==> config.mk <==
export PLATFORM = sky130hd
export DESIGN_NAME = spi_target_flat
export DESIGN_NICKNAME = d
export VERILOG_FILES = /design/src/rtl/spi_target_if.sv /design/src/rtl/spi_target.sv /design/src/flat_wrapper.sv
export SDC_FILE = /design/constraint.sdc
export NUM_CORES = 1
export LEC_CHECK = 0
export ABC_AREA = 1
export BUFFER_PORTS_ARGS = -buffer_cell sky130_fd_sc_hd__buf_2
export CORE_MARGIN = 4
export CORE_UTILIZATION = 45
export CTS_BUF_LIST = sky130_fd_sc_hd__clkbuf_4 sky130_fd_sc_hd__clkbuf_8
export DETAILED_ROUTE_END_ITERATION = 12
export GPL_ROUTABILITY_DRIVEN = 0
export GPL_TIMING_DRIVEN = 0
export PLACE_DENSITY = 0.75
export SLEW_MARGIN = 20
export SYNTH_ARGS = -nofsm -noshare
export SYNTH_HDL_FRONTEND = slang
export SYNTH_SLANG_ARGS = --single-unit
==> constraint.sdc <==
create_clock -name clk -period 1.74 [get_ports clk]
set_input_delay 0.261 -clock clk [delete_from_list [all_inputs] [get_ports clk]]
set_output_delay 0.261 -clock clk [all_outputs]
set_load 0.05 [all_outputs]
==> src/rtl/spi_target_if.sv <==
// spi_target_if: peripheral-side transmit/receive byte streams of the SPI target.
interface spi_target_if #(parameter int N = 8);
  logic [N-1:0] tx_data;
  logic         tx_valid;
  logic         tx_ready;
  logic [N-1:0] rx_data;
  logic         rx_valid;
  logic         rx_ready;
  logic         overrun;
  logic         busy;
  modport slave (
    input  tx_data, tx_valid, rx_ready,
    output tx_ready, rx_data, rx_valid, overrun, busy
  );
  modport master (
    output tx_data, tx_valid, rx_ready,
    input  tx_ready, rx_data, rx_valid, overrun, busy
  );
endinterface

==> src/rtl/spi_target.sv <==
// spi_target: SPI mode-0 target with all pins oversampled in the clk domain.
// Define SPI_TARGET_RX_FIFO_EN to replace the rx holding register by a 4-entry FIFO.
module spi_target #(
  parameter int           N    = 8,
  parameter logic [N-1:0] FILL = '1
) (
  input  logic         clk,
  input  logic         n_reset,
  input  logic         cs,
  input  logic         sck,
  input  logic         mosi,
  output logic         miso,
  output logic         miso_oe,
  spi_target_if.slave  bus
);
  localparam int CW = $clog2(N);
  typedef enum logic {IDLE, ACTIVE} state_t;
  state_t       state_q, state_d;
  logic         cs_m_q, cs_s_q, sck_m_q, sck_s_q, sck_d_q, mosi_m_q, mosi_s_q;
  logic [CW-1:0] cnt_q, cnt_d;
  // the final bit comes straight from mosi_s, so only N-1 bits need storing
  logic [N-2:0] rx_shift_q, rx_shift_d;
  logic [N-1:0] tx_shift_q, tx_shift_d;
  logic [N-1:0] tx_buf_q, tx_buf_d;
  logic         tx_full_q, tx_full_d;
  logic         overrun_q, overrun_d;
  logic         sck_rise, sck_fall, done, load, tx_acc, pop;
  logic [N-1:0] rx_byte;
  assign sck_rise = sck_s_q & ~sck_d_q;
  assign sck_fall = ~sck_s_q & sck_d_q;
  assign rx_byte  = {rx_shift_q, mosi_s_q};
  assign tx_acc   = bus.tx_valid & ~tx_full_q;
  always_comb begin
    state_d    = state_q;
    cnt_d      = cnt_q;
    rx_shift_d = rx_shift_q;
    tx_shift_d = tx_shift_q;
    done       = 1'b0;
    load       = 1'b0;
    if (state_q == IDLE) begin
      if (!cs_s_q) begin
        state_d = ACTIVE;
        cnt_d   = '0;
        load    = 1'b1;
      end
    end else if (cs_s_q) begin
      state_d = IDLE;
      cnt_d   = '0;
    end else if (sck_rise) begin
      rx_shift_d = rx_byte[N-2:0];
      done       = cnt_q == CW'(N-1);
      cnt_d      = done ? '0 : cnt_q + 1'b1;
    end else if (sck_fall) begin
      load       = cnt_q == '0;
      tx_shift_d = tx_shift_q << 1;
    end
    if (load) tx_shift_d = tx_full_q ? tx_buf_q : FILL;
    tx_full_d = tx_acc | (tx_full_q & ~load);
    tx_buf_d  = tx_acc ? bus.tx_data : tx_buf_q;
  end
  always_ff @(posedge clk or negedge n_reset) begin
    if (!n_reset) begin
      cs_m_q     <= 1'b1;
      cs_s_q     <= 1'b1;
      sck_m_q    <= 1'b0;
      sck_s_q    <= 1'b0;
      sck_d_q    <= 1'b0;
      mosi_m_q   <= 1'b0;
      mosi_s_q   <= 1'b0;
      state_q    <= IDLE;
      cnt_q      <= '0;
      rx_shift_q <= '0;
      tx_shift_q <= '0;
      tx_buf_q   <= '0;
      tx_full_q  <= 1'b0;
      overrun_q  <= 1'b0;
    end else begin
      cs_m_q     <= cs;
      cs_s_q     <= cs_m_q;
      sck_m_q    <= sck;
      sck_s_q    <= sck_m_q;
      sck_d_q    <= sck_s_q;
      mosi_m_q   <= mosi;
      mosi_s_q   <= mosi_m_q;
      state_q    <= state_d;
      cnt_q      <= cnt_d;
      rx_shift_q <= rx_shift_d;
      tx_shift_q <= tx_shift_d;
      tx_buf_q   <= tx_buf_d;
      tx_full_q  <= tx_full_d;
      overrun_q  <= overrun_d;
    end
  end
`ifdef SPI_TARGET_RX_FIFO_EN
  logic [N-1:0] mem_q [4];
  logic [N-1:0] mem_d [4];
  logic [1:0]   wp_q, wp_d, rp_q, rp_d;
  logic [2:0]   lvl_q, lvl_d;
  logic         push;
  assign pop  = (lvl_q != 3'd0) & bus.rx_ready;
  // a pop frees a slot in the same cycle, so a full FIFO still accepts
  assign push = done & ((lvl_q != 3'd4) | pop);
  always_comb begin
    mem_d = mem_q;
    if (push) mem_d[wp_q] = rx_byte;
    wp_d      = push ? wp_q + 2'd1 : wp_q;
    rp_d      = pop ? rp_q + 2'd1 : rp_q;
    lvl_d     = lvl_q + {2'b0, push} - {2'b0, pop};
    overrun_d = pop ? 1'b0 : overrun_q | (done & ~push);
  end
  always_ff @(posedge clk or negedge n_reset) begin
    if (!n_reset) begin
      mem_q <= '{default: '0};
      wp_q  <= '0;
      rp_q  <= '0;
      lvl_q <= '0;
    end else begin
      mem_q <= mem_d;
      wp_q  <= wp_d;
      rp_q  <= rp_d;
      lvl_q <= lvl_d;
    end
  end
  assign bus.rx_valid = lvl_q != 3'd0;
  assign bus.rx_data  = mem_q[rp_q];
`else
  logic [N-1:0] rx_data_q, rx_data_d;
  logic         rx_valid_q, rx_valid_d;
  assign pop = rx_valid_q & bus.rx_ready;
  // a read in the completion cycle makes room for the new byte
  always_comb begin
    rx_valid_d = done | (rx_valid_q & ~pop);
    rx_data_d  = (done & (~rx_valid_q | pop)) ? rx_byte : rx_data_q;
    overrun_d  = pop ? 1'b0 : overrun_q | (done & rx_valid_q);
  end
  always_ff @(posedge clk or negedge n_reset) begin
    if (!n_reset) begin
      rx_data_q  <= '0;
      rx_valid_q <= 1'b0;
    end else begin
      rx_data_q  <= rx_data_d;
      rx_valid_q <= rx_valid_d;
    end
  end
  assign bus.rx_valid = rx_valid_q;
  assign bus.rx_data  = rx_data_q;
`endif
  assign bus.overrun  = overrun_q;
  assign bus.tx_ready = ~tx_full_q;
  assign bus.busy     = state_q == ACTIVE;
  assign miso_oe      = state_q == ACTIVE;
  assign miso         = (state_q == ACTIVE) ? tx_shift_q[N-1] : 1'b1;
endmodule
==> src/flat_wrapper.sv <==
// flat-port wrapper written by rule: the top's interface ports become plain ports
module spi_target_flat 
#(
  parameter int           N    = 8,
  parameter logic [N-1:0] FILL = '1
)
  (clk, n_reset, cs, sck, mosi, miso, miso_oe, bus_tx_data, bus_tx_valid, bus_rx_ready, bus_tx_ready, bus_rx_data, bus_rx_valid, bus_overrun, bus_busy);
  spi_target_if #(.N(N)) bus_i ();
  input  logic clk;
  input  logic n_reset;
  input  logic cs;
  input  logic sck;
  input  logic mosi;
  output logic miso;
  output logic miso_oe;
  input wire logic [$bits(bus_i.tx_data)-1:0] bus_tx_data;
  input wire logic [$bits(bus_i.tx_valid)-1:0] bus_tx_valid;
  input wire logic [$bits(bus_i.rx_ready)-1:0] bus_rx_ready;
  output wire logic [$bits(bus_i.tx_ready)-1:0] bus_tx_ready;
  output wire logic [$bits(bus_i.rx_data)-1:0] bus_rx_data;
  output wire logic [$bits(bus_i.rx_valid)-1:0] bus_rx_valid;
  output wire logic [$bits(bus_i.overrun)-1:0] bus_overrun;
  output wire logic [$bits(bus_i.busy)-1:0] bus_busy;
  assign bus_i.tx_data = bus_tx_data;
  assign bus_i.tx_valid = bus_tx_valid;
  assign bus_i.rx_ready = bus_rx_ready;
  assign bus_tx_ready = bus_i.tx_ready;
  assign bus_rx_data = bus_i.rx_data;
  assign bus_rx_valid = bus_i.rx_valid;
  assign bus_overrun = bus_i.overrun;
  assign bus_busy = bus_i.busy;
  spi_target #(.N(N), .FILL(FILL)) u_core (.clk(clk), .n_reset(n_reset), .cs(cs), .sck(sck), .mosi(mosi), .miso(miso), .miso_oe(miso_oe), .bus(bus_i));
endmodule
-- After elaboration in Yosys (flattened, before gate mapping)
Index checks and enable logic that the tools add are counted.
W data, S select, Z words.
- reduce and logical (&&, ||, !) cells: 6
- $lt $le $gt $ge: 0
- equal/unequal tests: 5
- bitwise gates (word level): 19
- shift-type cells: 0
- mux-type cells: 21
- $add $sub $neg: 1
- multiply operators: 0
- divide/modulo/power cells: 0
- operators by type and width (operator ; count):
    $mux W8 ; 6
    $mux W3 ; 5
    $mux W1 ; 10
    $and A1 B1 Y1 ; 8
    $not A1 Y1 ; 7
    $ne A2 B2 Y1 const B ; 2
    $or A1 B1 Y1 ; 4
    $reduce_and A4 Y1 ; 1
    $reduce_bool A2 Y1 ; 2
    $add A3 B1 Y3 const B ; 1
    $eq A3 B3 Y1 const B ; 1
    $logic_not A3 Y1 ; 1
    $ne A3 B3 Y1 const B ; 1
    $reduce_and A3 Y1 ; 1
    $ne A2 B1 Y1 const B ; 1
    $reduce_and A2 Y1 ; 1
- bits in read-only memories: 0
- word-level logic and storage cells: 68
- bits in latches: 0
- bits in writable memories: 0
- output and inout port bits: 14
- bits of input ports: 15
- memories: 0
- register bits: 45

-- Logic depth before layout (Yosys ltp)
- depth after elaboration: 9
- gate-level depth with buffers: 9
- mapped depth without buffers: 8

-- Least setup slack after synthesis
No wires, ideal clock.
- path type: register to register
- from: reg u_core.state_q (netlist: u_core.bus.busy)
- to: reg u_core.tx_shift_q[6]
- required time: 1627 ps
- slack: 241 ps
- buffers on the path: 1
- data arrival time: 1386 ps
- stages on the path, launching flop included: 8
- clock period less this slack: 1499 ps
- library setup time: 113 ps
- cells stage by stage: dfrtp_1 > inv_1 > nand2_4 > nand2_2 > buf_6 > or2_0 > nand2_1 > inv_1
- word-level cells in the longest chain between the ends: 3
- elaborated cells between the ends (all ways): 7
- those cells by class: eq/ne (2); mux (2); reduce/logical (3)
- RTL lines (item ; line ; source):
    from (decl) ; spi_target.sv:18 ; state_t state_q, state_d;
    from (signal assigned) ; spi_target.sv:85 ; state_q <= state_d;
    $mux W1 ; spi_target.sv:40 ; if (state_q == IDLE) begin
    $ne A2 B2 Y1 (no source line) / $reduce_bool A2 Y1 (equally long branches) ; - ;
    $reduce_and A4 Y1 (no source line) ; - ;
    to (signal assigned) ; spi_target.sv:88 ; tx_shift_q <= tx_shift_d;
    to (decl) ; spi_target.sv:23 ; logic [N-1:0] tx_shift_q, tx_shift_d;
Several ways; a longest one is shown, not always the timed one.
A chain may end at the register's enable or synchronous reset.

-- Worst setup path in the final report
- from: reg u_core.cnt_q[1]
- to: reg u_core.cnt_q[0]
- word-level cells in the longest chain between the ends: 5
- RTL lines (item ; line ; source):
    from (decl) ; spi_target.sv:20 ; logic [CW-1:0] cnt_q, cnt_d;
    from (signal assigned) ; spi_target.sv:86 ; cnt_q <= cnt_d;
    $eq A3 B3 Y1 ; spi_target.sv:51 ; done = cnt_q == CW'(N-1);
    $mux W3 ; spi_target.sv:52 ; cnt_d = done ? '0 : cnt_q + 1'b1;
    $mux W3 ; spi_target.sv:49 ; end else if (sck_rise) begin
    $mux W3 ; spi_target.sv:46 ; end else if (cs_s_q) begin
    $mux W3 ; spi_target.sv:40 ;
Every way passes these cells. The select of a mux whose other input is x is not followed.

==> results.json <==
{
  "status": "complete, no violations",
  "cp_max_fo": 10,
  "synth_area_leaders": "dfrtp_1 (58%), nand2_1 (12%), mux2_2 (4.8%), inv_1 (3.0%), nand3_1 (3.0%)",
  "r2r_cells": 6,
  "grt_max_degree": 46,
  "final_cells": 274,
  "path_clk_slew_ns": 0.08,
  "hold_path_class": "primary input to register",
  "rows": 23,
  "dieArea_um2": 5230,
  "path_class": "register to register",
  "slew_headroom": 0.627,
  "viasPerCell": 4.71,
  "crit_buf_inv": 2,
  "gr-usage-met2": 0.212,
  "antenna_found_initial": 0,
  "setup_viol": 0,
  "fp.coreArea_um2": 4000,
  "cts_tree": "done",
  "fin_skew_ns": 0.0114,
  "yosysTopAreaCellShare": 0.578,
  "clock_sinks": 45,
  "dp.cells": 265,
  "syn-mean-instance-area_um2": 9.96,
  "port_buffers": 28,
  "numCtsBuffers": 5,
  "fin_crit_ns": 1.44,
  "crit_top_cell": "ha_1",
  "worstPathArrival_ns": 1.62,
  "first_iter_violations": 31,
  "grt-busiest-layer": "met2",
  "fmax_mhz": 696,
  "peakVddDrop_mv": 0.835,
  "seq_area_frac_synth": 0.606,
  "worstHoldStart": "sck",
  "clk_latency_ns": 0.29,
  "power_density_nw_per_um2": 1140,
  "num_io_pins": 29,
  "drc": 0,
  "crit_slowest_cell": "dfrtp_1",
  "reg2reg_slack_ns": 0.30,
  "max_stage_delay_ns": 0.37,
  "synth_warnings": 0,
  "cap_violations": 0,
  "cts_buffer_depth": 2,
  "root_buffer": "clkbuf_8",
  "synth.most_common_cell": "nand2_1",
  "overflow": 0,
  "hold_viol": 0,
  "area_growth_pct": 18.5,
  "hpwl_mm": 2.22,
  "wl_per_cell_um": 11.6,
  "fin_nets": 242,
  "fin_util": 0.551,
  "netlist_area_um2": 1860,
  "cts_htree_levels": 2,
  "path_delay_family": "buffers and inverters",
  "met3_usage": 0.0416,
  "final_layout_size_suffix_gt1_frac": 0.268,
  "grt_use_met1": 0.182,
  "synth.largest_area_cell": "dfrtp_1",
  "diodes": 0,
  "synth_common_cells": "nand2_1 (61), dfrtp_1 (43), inv_1 (15)",
  "synth-edff-count": 0,
  "pre_cts_slack_ns": 0.326,
  "die_y_um": 72.3,
  "holdWs_ns": 0.0699,
  "synthFlopType": "dfrtp_1",
  "start_util": 0.465,
  "p_leak_nw": 1.16,
  "startpoint_type": "register",
  "cp_cell_sequence": "ha_1 -> ha_1 -> clkbuf_1 -> inv_1 -> nand3_1 -> o21ai_0",
  "timing.rr.end": "u_core.cnt_q[0]$_DFFE_PN0P_",
  "ys_types": 24,
  "rsz0062_at_grt": "no",
  "cp.required_ns": 1.92,
  "tns_ns": 0,
  "slew_viol_final": 0,
  "drt_pass1_iterations": 4,
  "holdPathStages": 1,
  "end_kind": "register",
  "drt-total-wl_mm": 3.18,
  "syn_nets": 205,
  "grt_usage": 0.138,
  "grt_pass1_wl_mm": 5.64,
  "worstMarginPinSlew_ns": 0.559,
  "reg2reg_from": "u_core.cnt_q[1]$_DFFE_PN0P_",
  "die_w_um": 72.3,
  "route.vias.total": 1291,
  "async_flop_share": 1.00,
  "nFillCells": 360,
  "grt_pass1_vias": 1255,
  "ant_nets": 0,
  "post_cts_buffers": 0,
  "fin_crit_sh": 0.825,
  "synth_cells": 187,
  "synth-seq-cells": 45,
  "whs_endpoint": "u_core.sck_m_q$_DFF_PN0_",
  "fin_ws_ns": 0.304
}
[cells by family (layout without fill, tap and decap cells)]
kind of cell,count (synthesis),after routing,share of synthesized area
AO/OA/AOI/OAI,15,15,0.0457
adder cells (fa/ha/maj),3,3,0.0202
buffers and inverters,24,61,0.0611
flip-flops,45,45,0.606
multiplexers,8,8,0.0484
AND/OR/NAND/NOR,92,92,0.218
[layout make-up]
type,count,area (um2),share of cell area
clock inverter,2,35.0,0.0159
buffer,6,46.3,0.0210
multi-input combinational,118,619,0.281
sequential,45,1130,0.512
tap,50,62.6,0.0284
timing repair buffer,30,178,0.0805
inverter,18,67.6,0.0306
clock buffer,5,68.8,0.0312
[what timing repair did]
item	in CTS	in global routing
setup endpoints to repair	0	0
resized for setup	0	0
hold endpoints to repair	0	22
hold buffers	0	1
[flip-flops by register name, indices dropped and copies added (netlist names)]
| register | flops |
|---|---|
| u_core.tx_buf_q | 8 |
| u_core.bus.overrun | 1 |
| u_core.cs_m_q | 1 |
| u_core.bus.rx_data | 8 |
| u_core.cnt_q | 3 |
| u_core.tx_full_q | 1 |
| u_core.mosi_m_q | 1 |
| u_core.sck_d_q | 1 |
| u_core.bus.rx_valid | 1 |
| u_core.sck_m_q | 1 |
| u_core.mosi_s_q | 1 |
| u_core.rx_shift_q | 7 |
| u_core.sck_s_q | 1 |
| u_core.bus.busy | 1 |
| u_core.tx_shift_q | 8 |
| u_core.cs_s_q | 1 |
[routing by layer]
metal  vias up  routed length [um]
met5         -                   0
met4         0                  31
met3         2                 139
met2        24                1420
met1       595                1590
li1        670                   -
[metrics by stage]
step | total power (W) | cell area (um2)
after floorplan | 0.00165 | 1860
after global placement | 0.00176 | 2060
after detailed placement | 0.00178 | 2060
after CTS | 0.00253 | 2170
after global routing | 0.00267 | 2210
final | 0.00251 | 2210
[worst reg2reg max path: cells and delay by family, from the launching register on]
| family | cells | cell delay (ns) |
|---|---|---|
| AOI/OAI and AO/OA | 1 | 0.07 |
| adders and majority gates | 2 | 0.32 |
| buffers and inverters | 2 | 0.47 |
| DFF | 1 | 0.37 |
| and+or+nand+nor | 1 | 0.09 |
[worst max-delay path by stage]
stage,from,end,slack [ns],cells after the start
floorplan,u_core.bus.busy$_DFF_PN0_,u_core.tx_shift_q[6]$_DFFE_PN0P_,0.24,7
global placement,u_core.cnt_q[0]$_DFFE_PN0P_,u_core.cnt_q[0]$_DFFE_PN0P_,0.37,6
detailed placement,u_core.cnt_q[1]$_DFFE_PN0P_,u_core.cnt_q[0]$_DFFE_PN0P_,0.33,6
CTS,u_core.cnt_q[1]$_DFFE_PN0P_,u_core.cnt_q[0]$_DFFE_PN0P_,0.32,6
global route,u_core.cnt_q[1]$_DFFE_PN0P_,u_core.cnt_q[0]$_DFFE_PN0P_,0.21,6
finish,u_core.cnt_q[1]$_DFFE_PN0P_,u_core.cnt_q[0]$_DFFE_PN0P_,0.30,6
[power by group]
group	switching, W	internal (W)	total [W]
Combinational	0.000252	0.000187	0.000439
Sequential	0.000101	0.00123	0.00133
Clock	0.000325	0.000417	0.000742
Total	0.000677	0.00183	0.00251
[cell usage in the layout, fill, tap and decap left out, drive strengths merged, types with 6 or more instances in the layout]
master,count
mux2,8
o21ai,10
clkbuf,6
dfrtp,43
nand4,8
inv,18
nor2,6
nand3,11
buf,34
nand2,64
No activity file was read; power rests on OpenSTA's default activity.
